===== src/rtl/cpu_run_ctrl_pkg.sv =====
// Shared encodings for the MIPS run-control block: debug command opcodes,
// sequencer states and the default reset-stretch length.
package cpu_dbg_pkg;

    localparam int RST_CYCLES_DEF = 2;

    typedef enum logic [2:0] {
        OP_NOP     = 3'd0,
        OP_RUN     = 3'd1,
        OP_HALT    = 3'd2,
        OP_STEP    = 3'd3,
        OP_LOAD_PC = 3'd4,
        OP_SET_BP  = 3'd5,
        OP_CLR_BP  = 3'd6
    } cmd_op_e;

    typedef enum logic [1:0] {
        ST_RSEQ = 2'd0,
        ST_HALT = 2'd1,
        ST_RUN  = 2'd2,
        ST_STEP = 2'd3
    } run_state_e;

endpackage


===== src/rtl/cpu_run_ctrl_if.sv =====
// Board/debug command channel into the run controller; the host drives the
// command fields and the controller answers with cmd_ready.
interface cpu_run_ctrl_if
    import cpu_dbg_pkg::*;
#(
    parameter int PC_W = 32
);
    logic            cmd_valid;
    cmd_op_e         cmd_op;
    logic [PC_W-1:0] cmd_data;
    logic [2:0]      cmd_idx;
    logic            cmd_ready;

    modport master (output cmd_valid, cmd_op, cmd_data, cmd_idx, input cmd_ready);
    modport slave  (input cmd_valid, cmd_op, cmd_data, cmd_idx, output cmd_ready);
endinterface


===== src/rtl/cpu_run_ctrl_bp_match.sv =====
// PC breakpoint channels: per-channel address and enable registers, with a
// combinational match vector against the core's current PC.
module cpu_bp_match
    import cpu_dbg_pkg::*;
#(
    parameter int PC_W   = 32,
    parameter int NUM_BP = 2
) (
    input  logic              CLK,
    input  logic              RST,
    input  logic              set_i,
    input  logic              clr_i,
    input  logic [2:0]        idx_i,
    input  logic [PC_W-1:0]   addr_i,
    input  logic [PC_W-1:0]   pc_i,
    output logic [NUM_BP-1:0] match_o
);

    logic [PC_W-1:0]   bp_addr_q [NUM_BP];
    logic [NUM_BP-1:0] bp_en_q;

    // Channel indices beyond NUM_BP never compare equal, so they are ignored.
    always_ff @(posedge CLK) begin
        if (RST) begin
            bp_en_q <= '0;
            for (int i = 0; i < NUM_BP; i++) begin
                bp_addr_q[i] <= '0;
            end
        end else begin
            for (int i = 0; i < NUM_BP; i++) begin
                if (idx_i == 3'(i)) begin
                    if (set_i) begin
                        bp_addr_q[i] <= addr_i;
                        bp_en_q[i]   <= 1'b1;
                    end else if (clr_i) begin
                        bp_en_q[i]   <= 1'b0;
                    end
                end
            end
        end
    end

    always_comb begin
        match_o = '0;
        for (int i = 0; i < NUM_BP; i++) begin
            match_o[i] = bp_en_q[i] && (bp_addr_q[i] == pc_i);
        end
    end

endmodule


===== src/rtl/cpu_run_ctrl.sv =====
// Run-control and reset sequencer for the multicycle MIPS core: RUN/HALT/STEP,
// PC breakpoints, initial-PC injection. CPU_RUN_CTRL_CYCLE_CNT_EN adds counters.
module cpu_run_ctrl
    import cpu_dbg_pkg::*;
#(
    parameter int PC_W       = 32,
    parameter int NUM_BP     = 2,
    parameter int RST_CYCLES = RST_CYCLES_DEF,
    parameter int AUTO_RUN   = 0
) (
    input  logic              CLK,
    input  logic              RST,
    cpu_run_ctrl_if.slave     cmd,
    input  logic [PC_W-1:0]   now_pc,
    input  logic              ins_fetch,
    output logic              cpu_rst,
    output logic              cpu_en,
    output logic [PC_W-1:0]   outside_pc,
    output logic              halted,
    output logic [NUM_BP-1:0] bp_hit
`ifdef CPU_RUN_CTRL_CYCLE_CNT_EN
    ,
    output logic [31:0]       cyc_cnt,
    output logic [31:0]       ret_cnt
`endif
);

    localparam int CNT_W = (RST_CYCLES > 1) ? $clog2(RST_CYCLES) : 1;
    localparam logic [CNT_W-1:0] CNT_INIT = CNT_W'(RST_CYCLES - 1);

    run_state_e        state_q, state_d;
    logic [CNT_W-1:0]  cnt_q, cnt_d;
    logic [PC_W-1:0]   pc_q, pc_d;
    logic [NUM_BP-1:0] hit_q, hit_d;
    logic [NUM_BP-1:0] bp_match;
    logic              skip_q, skip_d;
    logic              en_ok_q;
    logic              accept;

    assign cmd.cmd_ready = (state_q == ST_HALT) || (state_q == ST_RUN);
    assign accept        = cmd.cmd_valid && cmd.cmd_ready;

    cpu_bp_match #(
        .PC_W   (PC_W),
        .NUM_BP (NUM_BP)
    ) u_bp (
        .CLK     (CLK),
        .RST     (RST),
        .set_i   (accept && (cmd.cmd_op == OP_SET_BP)),
        .clr_i   (accept && (cmd.cmd_op == OP_CLR_BP)),
        .idx_i   (cmd.cmd_idx),
        .addr_i  (cmd.cmd_data),
        .pc_i    (now_pc),
        .match_o (bp_match)
    );

    // en_ok_q keeps cpu_en low in the very first cycle after RST, matching the reset value.
    always_ff @(posedge CLK) begin
        if (RST) begin
            state_q <= ST_RSEQ;
            cnt_q   <= CNT_INIT;
            pc_q    <= '0;
            hit_q   <= '0;
            skip_q  <= 1'b0;
            en_ok_q <= 1'b0;
        end else begin
            state_q <= state_d;
            cnt_q   <= cnt_d;
            pc_q    <= pc_d;
            hit_q   <= hit_d;
            skip_q  <= skip_d;
            en_ok_q <= 1'b1;
        end
    end

    // skip_q masks the first fetch after a RUN restart so a halted-on breakpoint is stepped past.
    always_comb begin
        state_d = state_q;
        cnt_d   = cnt_q;
        pc_d    = pc_q;
        hit_d   = hit_q;
        skip_d  = skip_q;
        unique case (state_q)
            ST_RSEQ: begin
                if (cnt_q == '0) begin
                    state_d = (AUTO_RUN != 0) ? ST_RUN : ST_HALT;
                end else begin
                    cnt_d = cnt_q - 1'b1;
                end
            end
            ST_HALT: begin
                if (accept) begin
                    case (cmd.cmd_op)
                        OP_RUN: begin
                            state_d = ST_RUN;
                            hit_d   = '0;
                            skip_d  = 1'b1;
                        end
                        OP_STEP:    state_d = ST_STEP;
                        OP_LOAD_PC: begin
                            pc_d    = cmd.cmd_data;
                            cnt_d   = CNT_INIT;
                            skip_d  = 1'b0;
                            state_d = ST_RSEQ;
                        end
                        default: ;
                    endcase
                end
            end
            ST_RUN: begin
                if (ins_fetch) begin
                    skip_d = 1'b0;
                    if (!skip_q && (bp_match != '0)) begin
                        hit_d   = hit_q | bp_match;
                        state_d = ST_HALT;
                    end
                end
                if (accept) begin
                    case (cmd.cmd_op)
                        OP_HALT:    state_d = ST_HALT;
                        OP_LOAD_PC: begin
                            pc_d    = cmd.cmd_data;
                            cnt_d   = CNT_INIT;
                            skip_d  = 1'b0;
                            state_d = ST_RSEQ;
                        end
                        default: ;
                    endcase
                end
            end
            ST_STEP: begin
                if (ins_fetch) begin
                    state_d = ST_HALT;
                end
            end
            default: state_d = ST_RSEQ;
        endcase
    end

    assign cpu_rst    = (state_q == ST_RSEQ);
    assign cpu_en     = en_ok_q && (state_q != ST_HALT);
    assign halted     = (state_q == ST_HALT);
    assign outside_pc = pc_q;
    assign bp_hit     = hit_q;

`ifdef CPU_RUN_CTRL_CYCLE_CNT_EN
    logic [31:0] cyc_q, ret_q;

    always_ff @(posedge CLK) begin
        if (RST || (state_q == ST_RSEQ)) begin
            cyc_q <= '0;
            ret_q <= '0;
        end else begin
            if (cpu_en && !cpu_rst) cyc_q <= cyc_q + 32'd1;
            if (ins_fetch && cpu_en) ret_q <= ret_q + 32'd1;
        end
    end

    assign cyc_cnt = cyc_q;
    assign ret_cnt = ret_q;
`endif

endmodule


===== src/flat_wrapper.sv =====
// flat-port wrapper written by rule: the top's interface ports become plain ports
module cpu_run_ctrl_flat import cpu_dbg_pkg::*;
#(
    parameter int PC_W       = 32,
    parameter int NUM_BP     = 2,
    parameter int RST_CYCLES = RST_CYCLES_DEF,
    parameter int AUTO_RUN   = 0
)
  (CLK, RST, now_pc, ins_fetch, cpu_rst, cpu_en, outside_pc, halted, bp_hit, cmd_cmd_valid, cmd_cmd_op, cmd_cmd_data, cmd_cmd_idx, cmd_cmd_ready);
  cpu_run_ctrl_if #(.PC_W(PC_W)) cmd_i ();
  input  logic CLK;
  input  logic RST;
  input  logic [PC_W-1:0] now_pc;
  input  logic ins_fetch;
  output logic cpu_rst;
  output logic cpu_en;
  output logic [PC_W-1:0] outside_pc;
  output logic halted;
  output logic [NUM_BP-1:0] bp_hit;
  input wire logic [$bits(cmd_i.cmd_valid)-1:0] cmd_cmd_valid;
  input wire logic [$bits(cmd_i.cmd_op)-1:0] cmd_cmd_op;
  input wire logic [$bits(cmd_i.cmd_data)-1:0] cmd_cmd_data;
  input wire logic [$bits(cmd_i.cmd_idx)-1:0] cmd_cmd_idx;
  output wire logic [$bits(cmd_i.cmd_ready)-1:0] cmd_cmd_ready;
  assign cmd_i.cmd_valid = cmd_cmd_valid;
  assign cmd_i.cmd_op = cmd_cmd_op;
  assign cmd_i.cmd_data = cmd_cmd_data;
  assign cmd_i.cmd_idx = cmd_cmd_idx;
  assign cmd_cmd_ready = cmd_i.cmd_ready;
  cpu_run_ctrl #(.PC_W(PC_W), .NUM_BP(NUM_BP), .RST_CYCLES(RST_CYCLES), .AUTO_RUN(AUTO_RUN)) u_core (.CLK(CLK), .RST(RST), .cmd(cmd_i), .now_pc(now_pc), .ins_fetch(ins_fetch), .cpu_rst(cpu_rst), .cpu_en(cpu_en), .outside_pc(outside_pc), .halted(halted), .bp_hit(bp_hit));
endmodule

===== config.mk =====
export PLATFORM = sky130hd
export DESIGN_NAME = cpu_run_ctrl_flat
export DESIGN_NICKNAME = d
export VERILOG_FILES = /design/src/rtl/cpu_run_ctrl_pkg.sv /design/src/rtl/cpu_run_ctrl_if.sv /design/src/rtl/cpu_run_ctrl_bp_match.sv /design/src/rtl/cpu_run_ctrl.sv /design/src/flat_wrapper.sv
export SDC_FILE = /design/constraint.sdc
export NUM_CORES = 1
export LEC_CHECK = 0
export BUFFER_PORTS_ARGS = -buffer_cell sky130_fd_sc_hd__buf_4
export CORE_UTILIZATION = 25
export DETAILED_ROUTE_END_ITERATION = 12
export GPL_ROUTABILITY_DRIVEN = 0
export PLACE_DENSITY = 0.51
export SYNTH_ARGS = -nofsm -noshare
export SYNTH_HDL_FRONTEND = slang
export SYNTH_SLANG_ARGS = --single-unit

===== constraint.sdc =====
create_clock -name CLK -period 13.1 [get_ports CLK]
set_clock_uncertainty 0.15 [all_clocks]
set_input_delay 2.62 -clock CLK [delete_from_list [all_inputs] [get_ports CLK]]
set_output_delay 2.62 -clock CLK [all_outputs]
set_load 0.01 [all_outputs]

-- After elaboration in Yosys (flattened, before gate mapping)
Memories as Yosys holds them, arrays and structs flattened.
Cells that the tools add are included.
- add/sub/neg operators: 1
- equality and inequality tests: 23
- mux-type cells: 38
- bitwise logic cells: 3
- reduce and logical (&&, ||, !) cells: 23
- operator list (operator ; count):
    equality test 32 bit ; 2
    2-to-1 mux 32 bit ; 2
    2-to-1 mux 2 bit ; 10
    2-to-1 mux 1 bit ; 19
    != test 2 x 1 -> 1 bit (second input constant) ; 5
    equality test 3 bit (second input constant) ; 3
    AND reduction 3 bit ; 3
    != test 2 bit (second input constant) ; 4
    one-hot mux 2 bit (2 select lines) ; 2
    one-hot mux 2 bit (4 select lines) ; 1
    nonzero test 2 bit ; 4
    logical AND 1 bit ; 7
    equality test 3 x 1 -> 1 bit (second input constant) ; 2
    equality test 3 x 2 -> 1 bit (second input constant) ; 2
    one-hot mux 1 bit (2 select lines) ; 3
    one-hot mux 2 bit (3 select lines) ; 1
    AND reduction 5 bit ; 1
    equality test 2 bit (second input constant) ; 2
    != test 4 x 1 -> 1 bit (second input constant) ; 1
    AND reduction 2 bit ; 2
    AND reduction 4 bit ; 1
    logical NOT 3 bit ; 1
    != test 3 x 1 -> 1 bit (second input constant) ; 1
    equality test 2 x 1 -> 1 bit (second input constant) ; 1
    other kinds (7) ; 8
- bits in registers: 41
- RAM bits: 64
- input bits: 74
- output and inout port bits: 38
- word-level logic and storage cells: 97
- memories kept: 1
- memories (memory ; words ; bits a word ; rd ports ; clocked after Yosys merged registers in ; write ports ; line ; RTL):
    u_core.u_bp.bp_addr_q ; 2 ; 32 ; 2 ; 0 ; 2 ; cpu_run_ctrl_bp_match.sv:19 ; logic [PC_W-1:0] bp_addr_q [NUM_BP];

-- Depth between registers and ports, before layout
- depth in word-level cells: 9
- gate-level depth with buffers: 8
- gate-level depth less buffers: 7

-- Cells and area by module
A second synthesis with hierarchy kept.
- cells, all modules: 405
- area total of the unflattened synthesis: 4608.2 um^2
- by module, submodules not included (module ; times used ; cells each ; area each (um^2) ; seq. area each (um^2)):
    cpu_bp_match ; 1 ; 201 ; 2951.6 ; 1961.9
    cpu_run_ctrl ; 1 ; 204 ; 1656.6 ; 780.7

-- Worst setup path before layout
Ideal clock, no wire load.
- path type: input port to flip-flop
- from: input port cmd_cmd_valid
- to: memory u_core.u_bp.bp_addr_q[1][0], in the netlist u_core.u_bp.bp_addr_q[0][32], enable pin
- library setup time: 0.470 ns
- arrival: 5.361 ns
- required time: 12.480 ns
- slack: 7.120 ns
- stages on the path: 3
- cells stage by stage: and2_1 nand3_1 o31ai_1
- RTL lines (element ; line ; RTL):
    start, declared ; flat_wrapper.sv:20 ; input wire logic [$bits(cmd_i.cmd_valid)-1:0] cmd_cmd_valid;
    end, declared ; cpu_run_ctrl_bp_match.sv:19 ;

==> impl_summary.md <==
Run status
The flow ran to the end, but the final reports show violations. The final reports fail on DRC.

Floorplanning
The count of boundary I/O pins is about 110. The die covers between 0.015 and 0.02 sq mm. The core area is around 0.018 sq mm. The initial cell density of the core is 0.257.

The site row count is 49. From left edge to right edge, the die measures 138 um. The die height is 138 um.

Global route
The global-route usage over all layers is 0.138. The overall overflow remaining after global route is 0. The via count of the first global-routing pass came to 3477. The number of antenna violations at the first check in global routing was 0. The first-pass GRT wire length is 19800 um. Entering global routing, the biggest net connects 38 pins.

Clocking
Post-CTS timing repair inserted 0 buffers for setup. TritonCTS created 9 clock buffers. The root buffer cell chosen for the clock tree is clkbuf_16. The post-cts repair resize count is 0. The number of buffers added to fix hold violations after cts is 0. Clock tree synthesis found a total of 105 sinks.

The insertion delay to the later sink of the worst-skew pair is 0.35 ns. The clock slew at the register clock pins of the worst setup and hold paths is around 0.07 ns. TritonCTS built the clock tree. CTS built an H-tree with a depth of 3. No sink is reached through more buffers than the 2 on the longest clock path.

Drt
Dividing the detail-routed wire length by the instance count gives 16.7 um. The remaining routing DRC violations is 8. The routed via count divided by cell count is 4.46. The number of routed nets with antenna violations is 0. The count of routing violations after the opening detailed-route iteration is between 150 and 200. For this block, the routed nets add up to approximately 13000 um of wire. The first detailed-routing pass ran for 9 iterations. The routed via count is 3426.

Power
The part of the total power dissipated in sequential elements is 0.495. The power density relative to cell area is 123 mW/mm^2. The total net switching power is approximately 0.19 mW. The internal power of the cells totals 0.557 mW. The leakage power total is 2.22 nW. The relative contribution of the clock network to total power is 0.368.

The net switching fraction of the power is 0.253. Of the total power, combinational logic draws 0.137. The largest vdd supply drop is 0.0000725 V.

Synthesis
The count of mapped cells out of synthesis is 422. The mean post-synth cell area is 11.0 sq um. The cell area after synthesis is 0.00465 sq mm. The share of the Yosys chip area taken by registers is 0.590. Counting flops and latches in the post-synthesis netlist gives approximately 110.

The number of unique standard cell types used by synthesis is 45. The count of synthesis-stage warnings from yosys is 0. Synthesis produced a netlist with a net count of 501.

STA
The routed design could run at a clock period as short as 4.42 ns. Setup repair after global routing left no endpoint under its margin. In this run the tightest slew margin relative to its limit is 0.261. On the final layout, the worst hold slack is 0.307 ns.

The count of pins over their slew limit is 0. For the pin with the worst max-slew slack, the measured transition is 1.11 ns. The fmax is 226 MHz. Setup violations remaining at the end of the flow were counted as 0. The setup total negative slack is 0 ns. The post-route fraction of the period consumed by the critical path is 0.338.

The hold violation count in the final report is 0.

Worst hold path
The path type of the worst min-delay path is flip-flop to flip-flop.

Job
The count of max-cap constraint violations is 0.

Setup path
The worst-path maximum fanout is 37. The startpoint-to-endpoint class of the critical path is input pin to flip-flop. The sort of element at the start of the critical path is an input pin. At the worst endpoint, the required time is about 13 ns. The type of element capturing the critical path is a flip-flop. The setup check on the worst reg-to-reg path leaves a slack of just over 10 ns. Data on the critical path arrives at its endpoint at 4.37 ns.

Layout
The number of antenna diodes is 0. The ratio of cells with drive above 1 in the final layout is 0.250. Relative to the synthesized area, the layout overhead comes to 30.1%. The final core area utilization is 0.335. The number of nets in the finished design is 613. The finished layout holds 768 standard cells, fillers aside.

Placement
The placed instance count is 752. Detailed placement finished with a half-perimeter wire length of 9350 um. During placement, the flow inserted port buffers numbering 111.
-- worst paths after layout --
check	start	cells after the start	end
min reg2reg	u_core.outside_pc[2]	2	u_core.outside_pc[2]
max	RST	4	u_core.u_bp.bp_addr_q[0][4]
max reg2reg	u_core.state_q[0]	7	u_core.u_bp.bp_addr_q[0][4]
min	u_core.outside_pc[2]	2	u_core.outside_pc[2]
-- registers in the layout, indices dropped and copies added (netlist names) --
signal                 flops
u_core.u_bp.bp_addr_q     64
u_core.outside_pc         32
u_core.bp_hit              2
u_core.state_q             2
u_core.u_bp.bp_en_q        2
u_core.cnt_q               1
u_core.en_ok_q             1
u_core.skip_q              1
-- cell usage in the layout (no fill, tap or decap), drive strengths merged, types with 4 or more instances in the layout --
cell	n
edfxtp	64
nand3	4
nor2	5
a21oi	37
dfxtp	41
nand2b	4
and2	33
ha	5
nand2	74
nand4	19
nor2b	5
inv	12
clkinv	5
buf	115
nor4	7
xor2	6
xnor2	53
clkbuf	9
-- through the flow --
stage	setup slack, ns	power (mW)	instance area (sq um)
after CTS	8.62	0.756	6050
final	8.68	0.745	6050
after floorplan	7.12	0.428	4650
after global routing	8.49	0.778	6050
after global placement	8.31	0.478	5760
after detailed placement	8.25	0.479	5760
-- kinds of logic (layout without fill, tap and decap cells) --
logic type      after synthesis  count (layout)  synth area share
mux                           1               1           0.00215
compound gates               60              60            0.0780
simple gates                165             165             0.183
flops                       105             105             0.590
buf+inv                      27             144            0.0231
fa+ha+maj                     5               5            0.0134
xor+xnor                     59              59             0.111
-- routing by layer --
| metal | vias up | share of wire | GRT usage |
|---|---|---|---|
| li1 | 1699 | - | - |
| met1 | 1603 | 0.44 | 0.175 |
| met2 | 108 | 0.47 | 0.226 |
| met3 | 16 | 0.067 | 0.0367 |
| met4 | 0 | 0.019 | 0.0514 |
| met5 | - | 0 | 0 |
-- worst max-delay path: stages --
cell and delay (ns):
buf_4 0.37, clkinv_1 0.37, and3_1 0.62, and2_1 0.37
-- synth_stat cells, drive strengths merged --
cell type  number  area [sq um]
a2111o          1          11.3
a2111oi         1          8.76
a211oi          2          15.0
a21oi          37           185
a22oi           2          15.0
a31oi           3          18.8
a32o            1          10.0
and2           33           206
and2b           1          7.51
and3            2          12.5
and3b           1          8.76
and4b           1          10.0
buf             5          25.0
clkbuf          9          33.8
clkinv          1          3.75
dfxtp          41           821
edfxtp         64          1920
ha              5          62.6
inv            12          45.0
mux2i           1          10.0
nand2          74           278
nand2b          4          25.0
nand3           4          20.0
nand3b          1          7.51
nand4          19           119
nor2            5          21.3
nor2b           5          31.3
nor3            2          10.0
nor3b           3          22.5
nor4            7          43.8
nor4b           1          8.76
o2111ai         2          17.5
o211ai          1          7.51
o21a            2          15.0
o21ai           3          18.8
o221ai          2          17.5
o22ai           1          6.26
o31ai           1          7.51
o41ai           1          8.76
or2             1          6.26
or3b            1          11.3
xnor2          53           464
xor2            6          52.6
-- area by class of cell --
class | instances | area [sq um]
fill | 1812 | 12000
clock buffer | 9 | 225
clock inverter | 7 | 71.3
inverter | 13 | 48.8
sequential | 105 | 2740
multi-input combinational | 290 | 1820
tap | 229 | 287
timing repair buffer | 115 | 863
-- power groups by stage --
stage	clock network (mW)	logic, mW	registers (mW)
detailed placement	0	0.103	0.376
global placement	0	0.103	0.376
finish	0.274	0.102	0.368
CTS	0.284	0.104	0.368
global route	0.297	0.112	0.370
floorplan	0	0.0522	0.376
Power figures use the tool's default switching activity.
